**src/rtl/rsa_top.sv**
```systemverilog
// rsa_top: iterative modular-exponentiation engine, result = data^key mod N.
// A right-to-left square-and-multiply loop handles one key bit per clock.
//
// Ports:
//   clk    - system clock, rising edge active
//   rst_n  - asynchronous active-low reset
//   start  - launch request, level-sampled in IDLE/DONE
//   data   - base (message or ciphertext)
//   N      - modulus
//   key    - exponent
//   result - data^key mod N, valid while Done=1
//   Done   - completion flag, held until the next launch
module rsa_top #(
    parameter int unsigned W = 6
) (
    input  logic         clk,
    input  logic         rst_n,
    input  logic         start,
    input  logic [W-1:0] data,
    input  logic [W-1:0] N,
    input  logic [W-1:0] key,
    output logic [W-1:0] result,
    output logic         Done
);

    localparam int unsigned CW = (W > 1) ? $clog2(W) : 1;

    typedef enum logic [1:0] {IDLE, LOAD, CALC, DONE} state_t;

    state_t          state;
    logic [W-1:0]    base;
    logic [W-1:0]    acc;
    logic [W-1:0]    e;
    logic [W-1:0]    n_r;
    logic [CW-1:0]   cnt;
    logic [2*W-1:0]  prod_ab;
    logic [2*W-1:0]  prod_bb;

    // Remainder with "mod 0" defined as 0.
    function automatic logic [W-1:0] mod_n(input logic [2*W-1:0] x, input logic [W-1:0] m);
        logic [2*W-1:0] r;
        r = '0;
        if (m != '0)
            r = x % {{W{1'b0}}, m};
        return r[W-1:0];
    endfunction

    always_comb begin
        prod_ab = {{W{1'b0}}, acc}  * {{W{1'b0}}, base};
        prod_bb = {{W{1'b0}}, base} * {{W{1'b0}}, base};
    end

    always_ff @(posedge clk or negedge rst_n) begin
        if (!rst_n) begin
            state  <= IDLE;
            result <= '0;
            Done   <= 1'b0;
            base   <= '0;
            acc    <= '0;
            e      <= '0;
            n_r    <= '0;
            cnt    <= '0;
        end else begin
            case (state)
                IDLE, DONE: begin
                    if (state == DONE) begin
                        result <= acc;
                        Done   <= 1'b1;
                    end
                    // The raw base is parked in 'base' and reduced in LOAD.
                    if (start) begin
                        base  <= data;
                        n_r   <= N;
                        e     <= key;
                        Done  <= 1'b0;
                        state <= LOAD;
                    end
                end
                LOAD: begin
                    base  <= mod_n({{W{1'b0}}, base}, n_r);
                    acc   <= mod_n({{(2*W-1){1'b0}}, 1'b1}, n_r);
                    cnt   <= '0;
                    state <= CALC;
                end
                CALC: begin
                    if (e[0])
                        acc <= mod_n(prod_ab, n_r);
                    base <= mod_n(prod_bb, n_r);
                    e    <= e >> 1;
                    cnt  <= cnt + 1'b1;
                    if (cnt == CW'(W - 1))
                        state <= DONE;
                end
                default: state <= IDLE;
            endcase
        end
    end

endmodule

```
**config.mk**
```make
export PLATFORM = sky130hd
export DESIGN_NAME = rsa_top
export DESIGN_NICKNAME = d
export VERILOG_FILES = /design/src/rtl/rsa_top.sv
export SDC_FILE = /design/constraint.sdc
export NUM_CORES = 1
export LEC_CHECK = 0
export ABC_CLOCK_PERIOD_IN_PS = 27700
export BUFFER_PORTS_ARGS = -buffer_cell sky130_fd_sc_hd__buf_2
export CAP_MARGIN = 40
export CORE_AREA = 2 2 158 160
export CTS_CLUSTER_SIZE = 16
export DETAILED_ROUTE_END_ITERATION = 12
export DIE_AREA = 0 0 160 162
export PLACE_DENSITY = 0.81
export REMOVE_ABC_BUFFERS = 1
export SLEW_MARGIN = 0
export SYNTH_ARGS = -nofsm -noshare
export SYNTH_HDL_FRONTEND = slang
export SYNTH_SLANG_ARGS = --single-unit
```
**constraint.sdc**
```tcl
create_clock -name clk -period 27.7 [get_ports clk]
set_clock_uncertainty 0.1 [all_clocks]
set_input_delay 5.54 -clock clk [delete_from_list [all_inputs] [get_ports clk]]
set_output_delay 5.54 -clock clk [all_outputs]
set_load 0.005 [all_outputs]
```
# Word level (Yosys, flattened, before mapping)
# Index checks and enable logic that the tools add are counted.
[op_classes]
n_mul = 2
eq_ne = 7
add_sub_neg = 1
div_mod_pow = 4
mux = 16
reduce_logical = 12
[op_table]
columns = ["cell", "n"]
rows = [
  ["2-to-1 mux 6 bit", 7],
  ["modulo 12 x 6 -> 12 bit", 2],
  ["multiplier 6 x 6 -> 12 bit", 2],
  ["case mux 6 bit (2 select lines)", 2],
  ["case mux 6 bit (3 select lines)", 1],
  ["modulo 1 x 6 -> 12 bit, first input constant", 1],
  ["modulo 6 x 6 -> 12 bit", 1],
  ["AND reduction 2 bit", 6],
  ["!= test 2 bit, second input constant", 3],
  ["case mux 2 bit (3 select lines)", 1],
  ["case mux 3 bit (2 select lines)", 1],
  ["nonzero test 2 bit", 3],
  ["nonzero test 6 bit", 1],
  ["== test 2 bit, second input constant", 2],
  ["2-to-1 mux 2 bit", 2],
  ["adder 3 x 1 -> 3 bit, second input constant", 1],
  ["== test 3 bit, second input constant", 1],
  ["== test 2 x 1 -> 1 bit, second input constant", 1],
  ["zero test 2 bit", 1],
  ["2-to-1 mux 1 bit", 2],
  ["OR reduction 2 bit", 1],
]
[totals]
out_inout_bits = 7
ff_bits = 36
wordCells = 50

# Depth between registers and ports, before layout
# Gate-level depths: netlist of run 1.
[logic_depth]
ltp_word = 5
ltp_mapped = 114
depth_no_buf = 109

# Worst setup path before layout of run 1
# OpenSTA, ideal clock, no wires.
[synth_path]
path_kind = "flip-flop to flip-flop"
from = "register base[1]"
to = "register base[3]"
setup_time_ns = 0.139
path_stages_with_launch = 104
slack_ns = 5.338
t_arrival_ns = 22.123
n_path_buf = 3
path_cell_list = "dfrtp_1 clkbuf_1 inv_1 nor2_1 inv_1 fa_1 fa_1 inv_1 fa_1 inv_1 ha_1 a211oi_1 o211ai_1 a21oi_1 xor2_1 ha_1 a21oi_1 ha_1 (+68 left out) ha_1 o21ai_0 nand2_1 a21o_1 a21o_1 a21oi_1 nand4b_1 nor4b_4 nor2_1 fa_1 a21o_1 a21oi_1 o31ai_1 a21o_1 a21o_1 a2111oi_2 and2_2 o311ai_1"
[synth_between]
elab_chain_cells = 4
elab_cells_between_ends = 6
cone_classes = "mul (1); div (2); mux (3)"
[synth_lines]
columns = ["element", "line_no", "text"]
rows = [
  ["start, declared", "31", "logic [W-1:0] base;"],
  ["start signal, assigned", "72", "base <= data;"],
  ["start signal, assigned", "80", "base <= mod_n({{W{1'b0}}, base}, n_r);"],
  ["start signal, assigned", "88", "base <= mod_n(prod_bb, n_r);"],
  ["multiplier 6 x 6 -> 12 bit", "50", "prod_bb = {{W{1'b0}}, base} * {{W{1'b0}}, base};"],
  ["modulo 12 x 6 -> 12 bit", "44", "r = x % {{W{1'b0}}, m};"],
  ["2-to-1 mux 6 bit", "43", "if (m != '0)"],
  ["case mux 6 bit (3 select lines) *", "64", "case (state)"],
]
# Mark *: on every way between the ends. The rest lies on a longest branch, timed or not.
# A chain may end at the register's enable or synchronous reset.

# Final worst setup path of run 1
[layout_path]
from = "register base[3]"
to = "register base[3]"
# The elaborated chain is that of the path after synthesis.

==> results.cfg, run 1 <==
[drt]
drtAntennaViolNets = 0
dr_total_vias = 15490
detail_route.first_pass.iterations = 5
routed_wl_um = 41280
drcViolationCount = 0
drt_iter0_drc = 955
post_drt_wl_per_cell_um = 17.41
via_per_inst = 6.531

[floorplanning]
core-area_mm2 = 0.02411
die_w_um = 160
ioPinCount = 28
start_util_pct = 64.56
rows = 57
die_h_um = 162
fp.dieArea_mm2 = 0.02592

[cells_and_area]
final_common_cell = ha_1
finalNetCount = 2359
syn2layout_area_growth_pct = 4.060
design_area_mm2 = 0.01620
final_cell_mix = ha_1 (262), nor2_1 (159), nand2_1 (156)
multiInputGateArea_mm2 = 0.01405
final_core_util_pct = 67.19
fillers = 2130
drive_gt1_share_pct = 9.673
seqCellArea_um2 = 900.9
n_antenna_cell = 0

[setup_path]
crit_required_ps = 27740
path_common_cell = ha_1
endpoint_kind = flip-flop
crit_path_max_incr_delay_ps = 710
cp_slowest_cell = a2111oi_2
critPathArrivalTime_ps = 25640
crit_buf_inv = 6
cp_top_family = compound AO/OA/AOI/OAI gates
crit_type = reg2reg
critPathMaxFanout = 14
start_kind = flip-flop

[clocking]
cts_setup_buffers = 0
cts_tree = yes
h-tree-depth = 2
postCtsHoldBufs = 0
cts-root-buf = clkbuf_16
cts_max_path_buffers = 2
post_cts_resized = 0
cts_buffers = 5
cts_sinks = 36
clk_latency_ps = 290
path_clk_slew_ps = 60

[placed_design]
place_congestion = 0.9484
dp_hpwl_um = 32350
dpl_cell_area_mm2 = 0.01605
io_buffers = 27

[global_route]
antenna_found_initial = 0
grt_pass1_wl_um = 69080
grt_overflow_total = 0
grt_pass1_vias = 15070
gr-usage-all-layers_pct = 31.23
grt_max_degree = 48

[synthesis]
async_flop_share_pct = 100.0
netlist_instances = 2040
synth_area_mm2 = 0.01556
syn_avg_cell_area_um2 = 7.629
synth_top_cell_area_share_pct = 21.06
synth_edf_count = 0
synth_ff_type = dfrtp_1
yosys.area.top_type = ha_1
ys_seq_elements = 36
ys_warn_count = 0
synth_area_leaders = ha_1 (21%), dfrtp_1 (5.8%), mux2_2 (5.6%)
ys_seq_area_share_pct = 5.788
netlist-cell-type-count = 111

[timing]
post-route-period-util_pct = 92.41
relSlewSlack_pct = 38.55
setup_viol = 0
hold_viol = 0
tightest_slew_ps = 921.8
fin_hold_ws_ps = 404.1
slew_viol_final = 0
period_minus_slack_ps = 25600
fmax_ghz = 0.03907
rsz0062_at_grt = no
tns_ps = 0

[job]
maxCapViolations = 0

[worst_hold_path]
hold_class = reg2reg

[status]
outcome = complete, no violations
-- metal layers --
layer  wire (um)  up-vias  track usage, %
met4        1261        0           10.85
met1       18030     7241           38.97
met3        2112      101           2.426
met2       19870      432           56.79
met5           0        -               0
li1            -     7711               -
-- sequential cells by signal, indices dropped and copies added, names as in the netlist --
signal / cells
base: 6
n_r: 6
cnt: 3
result: 6
state: 2
e: 6
acc: 6
Done: 1
-- final cells by class --
class,count,share of cell area (%)
tap,324,2.503
inverter,112,2.596
timing repair buffer,44,1.700
sequential,36,5.562
clock buffer,5,0.7726
multi-input combinational,1847,86.75
clock inverter,3,0.1159
-- final timing paths --
kind / slack [ps] / start / cells after the start / endpoint
setup / recovery: 2100 / base[3]$_DFFE_PN0P_ / 101 / base[3]$_DFFE_PN0P_
hold / removal: 400 / result[3]$_DFFE_PN0P_ / 1 / result[3]$_DFFE_PN0P_
setup reg to reg: 2100 / base[3]$_DFFE_PN0P_ / 101 / base[3]$_DFFE_PN0P_
hold reg to reg: 400 / result[3]$_DFFE_PN0P_ / 1 / result[3]$_DFFE_PN0P_
min in group asynchronous: 4960 / rst_n / 1 / cnt[0]$_DFFE_PN0N_
max in group asynchronous: 22110 / rst_n / 2 / n_r[1]$_DFFE_PN0P_
-- metrics by stage --
step / cells / setup WS, ps
5_1_grt: 2371 / 177.1
2_1_floorplan: 1995 / 5446
3_3_place_gp: 2362 / 3489
6_report: 2371 / 2102
3_5_place_dp: 2363 / 2700
4_1_cts: 2371 / 2621
-- logic make-up after synthesis --
family | synth area share, %
AOI/OAI and AO/OA | 29.40
xor gates and xnor gates | 4.840
muxes | 8.377
DFF | 5.788
buffers and inverters | 4.036
adders and majority gates | 25.05
and+or+nand+nor | 22.49
other | 0.02409
-- cell usage after synthesis (27+ instances only) --
cell type / n
and2_1: 38
nand3_1: 30
fa_1: 30
xnor2_1: 55
o21ai_0: 124
nand2_1: 156
nor2_1: 159
o31ai_1: 27
xor2_1: 31
o21a_1: 113
o211ai_1: 27
clkbuf_1: 35
mux2i_1: 36
nor2b_1: 29
inv_1: 111
a211oi_1: 31
a21o_1: 54
nor3_1: 109
dfrtp_1: 36
a21oi_1: 120
ha_1: 262
mux2_2: 78
Power of run 1 is left out: the tool's default activity adds up to more than one toggle a clock period on the data nets, which glitch-free logic cannot reach.
==> inputs of run 2 (changes only) <==
--- a/config.mk
+++ b/config.mk
@@ -5,13 +5,13 @@
 export SDC_FILE = /design/constraint.sdc
 export NUM_CORES = 1
 export LEC_CHECK = 0
-export ABC_CLOCK_PERIOD_IN_PS = 27700
+export ABC_CLOCK_PERIOD_IN_PS = 27500
 export BUFFER_PORTS_ARGS = -buffer_cell sky130_fd_sc_hd__buf_2
 export CAP_MARGIN = 40
-export CORE_AREA = 2 2 158 160
+export CORE_AREA = 2 2 130 195
 export CTS_CLUSTER_SIZE = 16
 export DETAILED_ROUTE_END_ITERATION = 12
-export DIE_AREA = 0 0 160 162
+export DIE_AREA = 0 0 132 197
 export PLACE_DENSITY = 0.81
 export REMOVE_ABC_BUFFERS = 1
 export SLEW_MARGIN = 0
==> constraint.sdc (replaced) <==
create_clock -name clk -period 27.5 [get_ports clk]
set_clock_uncertainty 0.1 [all_clocks]
set_input_delay 5.5 -clock clk [delete_from_list [all_inputs] [get_ports clk]]
set_output_delay 5.5 -clock clk [all_outputs]
set_load 0.005 [all_outputs]
==> results.cfg, run 2 (synthesis results as in run 1) <==
[status]
outcome = complete, no violations

[drt]
routed_wl_um = 41540
drtAntennaViolNets = 0
drcViolationCount = 0
via_per_inst = 6.642
dr_total_vias = 15720
detail_route.first_pass.iterations = 5
drt_iter0_drc = 835
post_drt_wl_per_cell_um = 17.55

[timing]
setup_viol = 0
slew_viol_final = 0
period_minus_slack_ps = 25510
fmax_ghz = 0.03920
tightest_slew_ps = 900.8
hold_viol = 0
finalWorstSetupSlack_ps = 1990
rsz0062_at_grt = no
post-route-period-util_pct = 92.77
fin_hold_ws_ps = 407.8
relSlewSlack_pct = 39.67
tns_ps = 0

[setup_path]
critPathArrivalTime_ps = 25560
endpoint_kind = flip-flop
r2r_cells = 101
crit_path_max_incr_delay_ps = 700
reg2reg_to = base[5]$_DFFE_PN0P_
critPathMaxFanout = 14
path_common_cell = ha_1
reg2reg_slack_ps = 1990
reg2reg_from = base[3]$_DFFE_PN0P_
crit_type = reg2reg
start_kind = flip-flop
cp_slowest_cell = a2111oi_2
crit_required_ps = 27540

[global_route]
grt_pass1_wl_um = 70140
grt_overflow_total = 0
grt_pass1_vias = 15680
grt_max_degree = 47
antenna_found_initial = 0
gr-usage-all-layers_pct = 31.57

[clocking]
postCtsHoldBufs = 0
clk_latency_ps = 290
cts_tree = yes
cts-root-buf = clkbuf_16
cts_sinks = 36
cts_max_path_buffers = 2
path_clk_slew_ps = 70
cts_setup_buffers = 0
h-tree-depth = 2
cts_buffers = 5
post_cts_resized = 0

[floorplanning]
start_util_pct = 64.15
die_w_um = 132
die_h_um = 197
fp.dieArea_mm2 = 0.02600
ioPinCount = 28
core-area_mm2 = 0.02426
rows = 70

[cells_and_area]
n_antenna_cell = 0
final_cell_mix = ha_1 (262), nor2_1 (159), nand2_1 (156)
seqCellArea_um2 = 900.9
multiInputGateArea_mm2 = 0.01405
finalNetCount = 2355
syn2layout_area_growth_pct = 4.020
final_common_cell = ha_1
design_area_mm2 = 0.01619
fillers = 2188
drive_gt1_share_pct = 9.496

[placed_design]
dpl_cell_area_mm2 = 0.01602
io_buffers = 27
dp_hpwl_um = 32590
place_ws_ps = 2403
place_congestion = 0.9249

[worst_hold_path]
holdPathStages = 1
min_to = result[1]$_DFFE_PN0P_
hold_class = reg2reg
worstHoldStart = result[1]$_DFFE_PN0P_

[job]
maxCapViolations = 0
==> run 2: changes by cell type in the layout (fill, tap and decap cells not counted), sizes merged <==
cell | before | now
buf | 44 | 40
bufinv | 0 | 1
clkinv | 3 | 1
clkinvlp | 0 | 1
==> run 2: how the worst max path moves through the flow <==
stage / from / to / slack (ps)
after floorplan: base[3]$_DFFE_PN0P_ / base[3]$_DFFE_PN0P_ / 5250
after global placement: base[3]$_DFFE_PN0P_ / base[3]$_DFFE_PN0P_ / 3250
after detailed placement: base[3]$_DFFE_PN0P_ / base[5]$_DFFE_PN0P_ / 2400
after global routing: base[3]$_DFFE_PN0P_ / base[3]$_DFFE_PN0P_ / 100
final: base[3]$_DFFE_PN0P_ / base[5]$_DFFE_PN0P_ / 1990
after CTS: base[3]$_DFFE_PN0P_ / base[5]$_DFFE_PN0P_ / 2290
==> run 2: routing by layer <==
metal	GRT usage (%)	vias up	share of wire (%)	wire (um)
met5	0	-	0	0
met2	61.17	452	51	21330
met4	15.70	0	4.7	1944
met1	34.35	7433	40	16610
met3	1.980	138	4.0	1659
li1	-	7699	-	-
==> run 2: layout make-up <==
| cell class | instances | share of cell area [%] |
|---|---|---|
| Clock inverter | 3 | 0.2628 |
| Clock buffer | 5 | 0.7729 |
| Multi-Input combinational cell | 1847 | 86.78 |
| Tap cell | 324 | 2.504 |
| Timing Repair Buffer | 40 | 1.515 |
| Sequential cell | 36 | 5.565 |
| Inverter | 112 | 2.597 |
==> run 2: critical path: cells and delay by family, from the launching register on <==
family | cells | cell delay [ps]
multiplexers | 1 | 210
XOR/XNOR | 1 | 210
flip-flops | 1 | 590
buffers and inverters | 6 | 630
adder cells (fa/ha/maj) | 17 | 5750
AO/OA/AOI/OAI | 52 | 12030
AND/OR/NAND/NOR | 24 | 5820
==> run 2: stage by stage <==
step,instances,utilization [%]
finish,2367,66.73
global route,2367,66.73
CTS,2367,66.73
detailed placement,2359,66.04
global placement,2358,65.96
floorplan,1995,-
Power of run 2 is left out for the same reason.
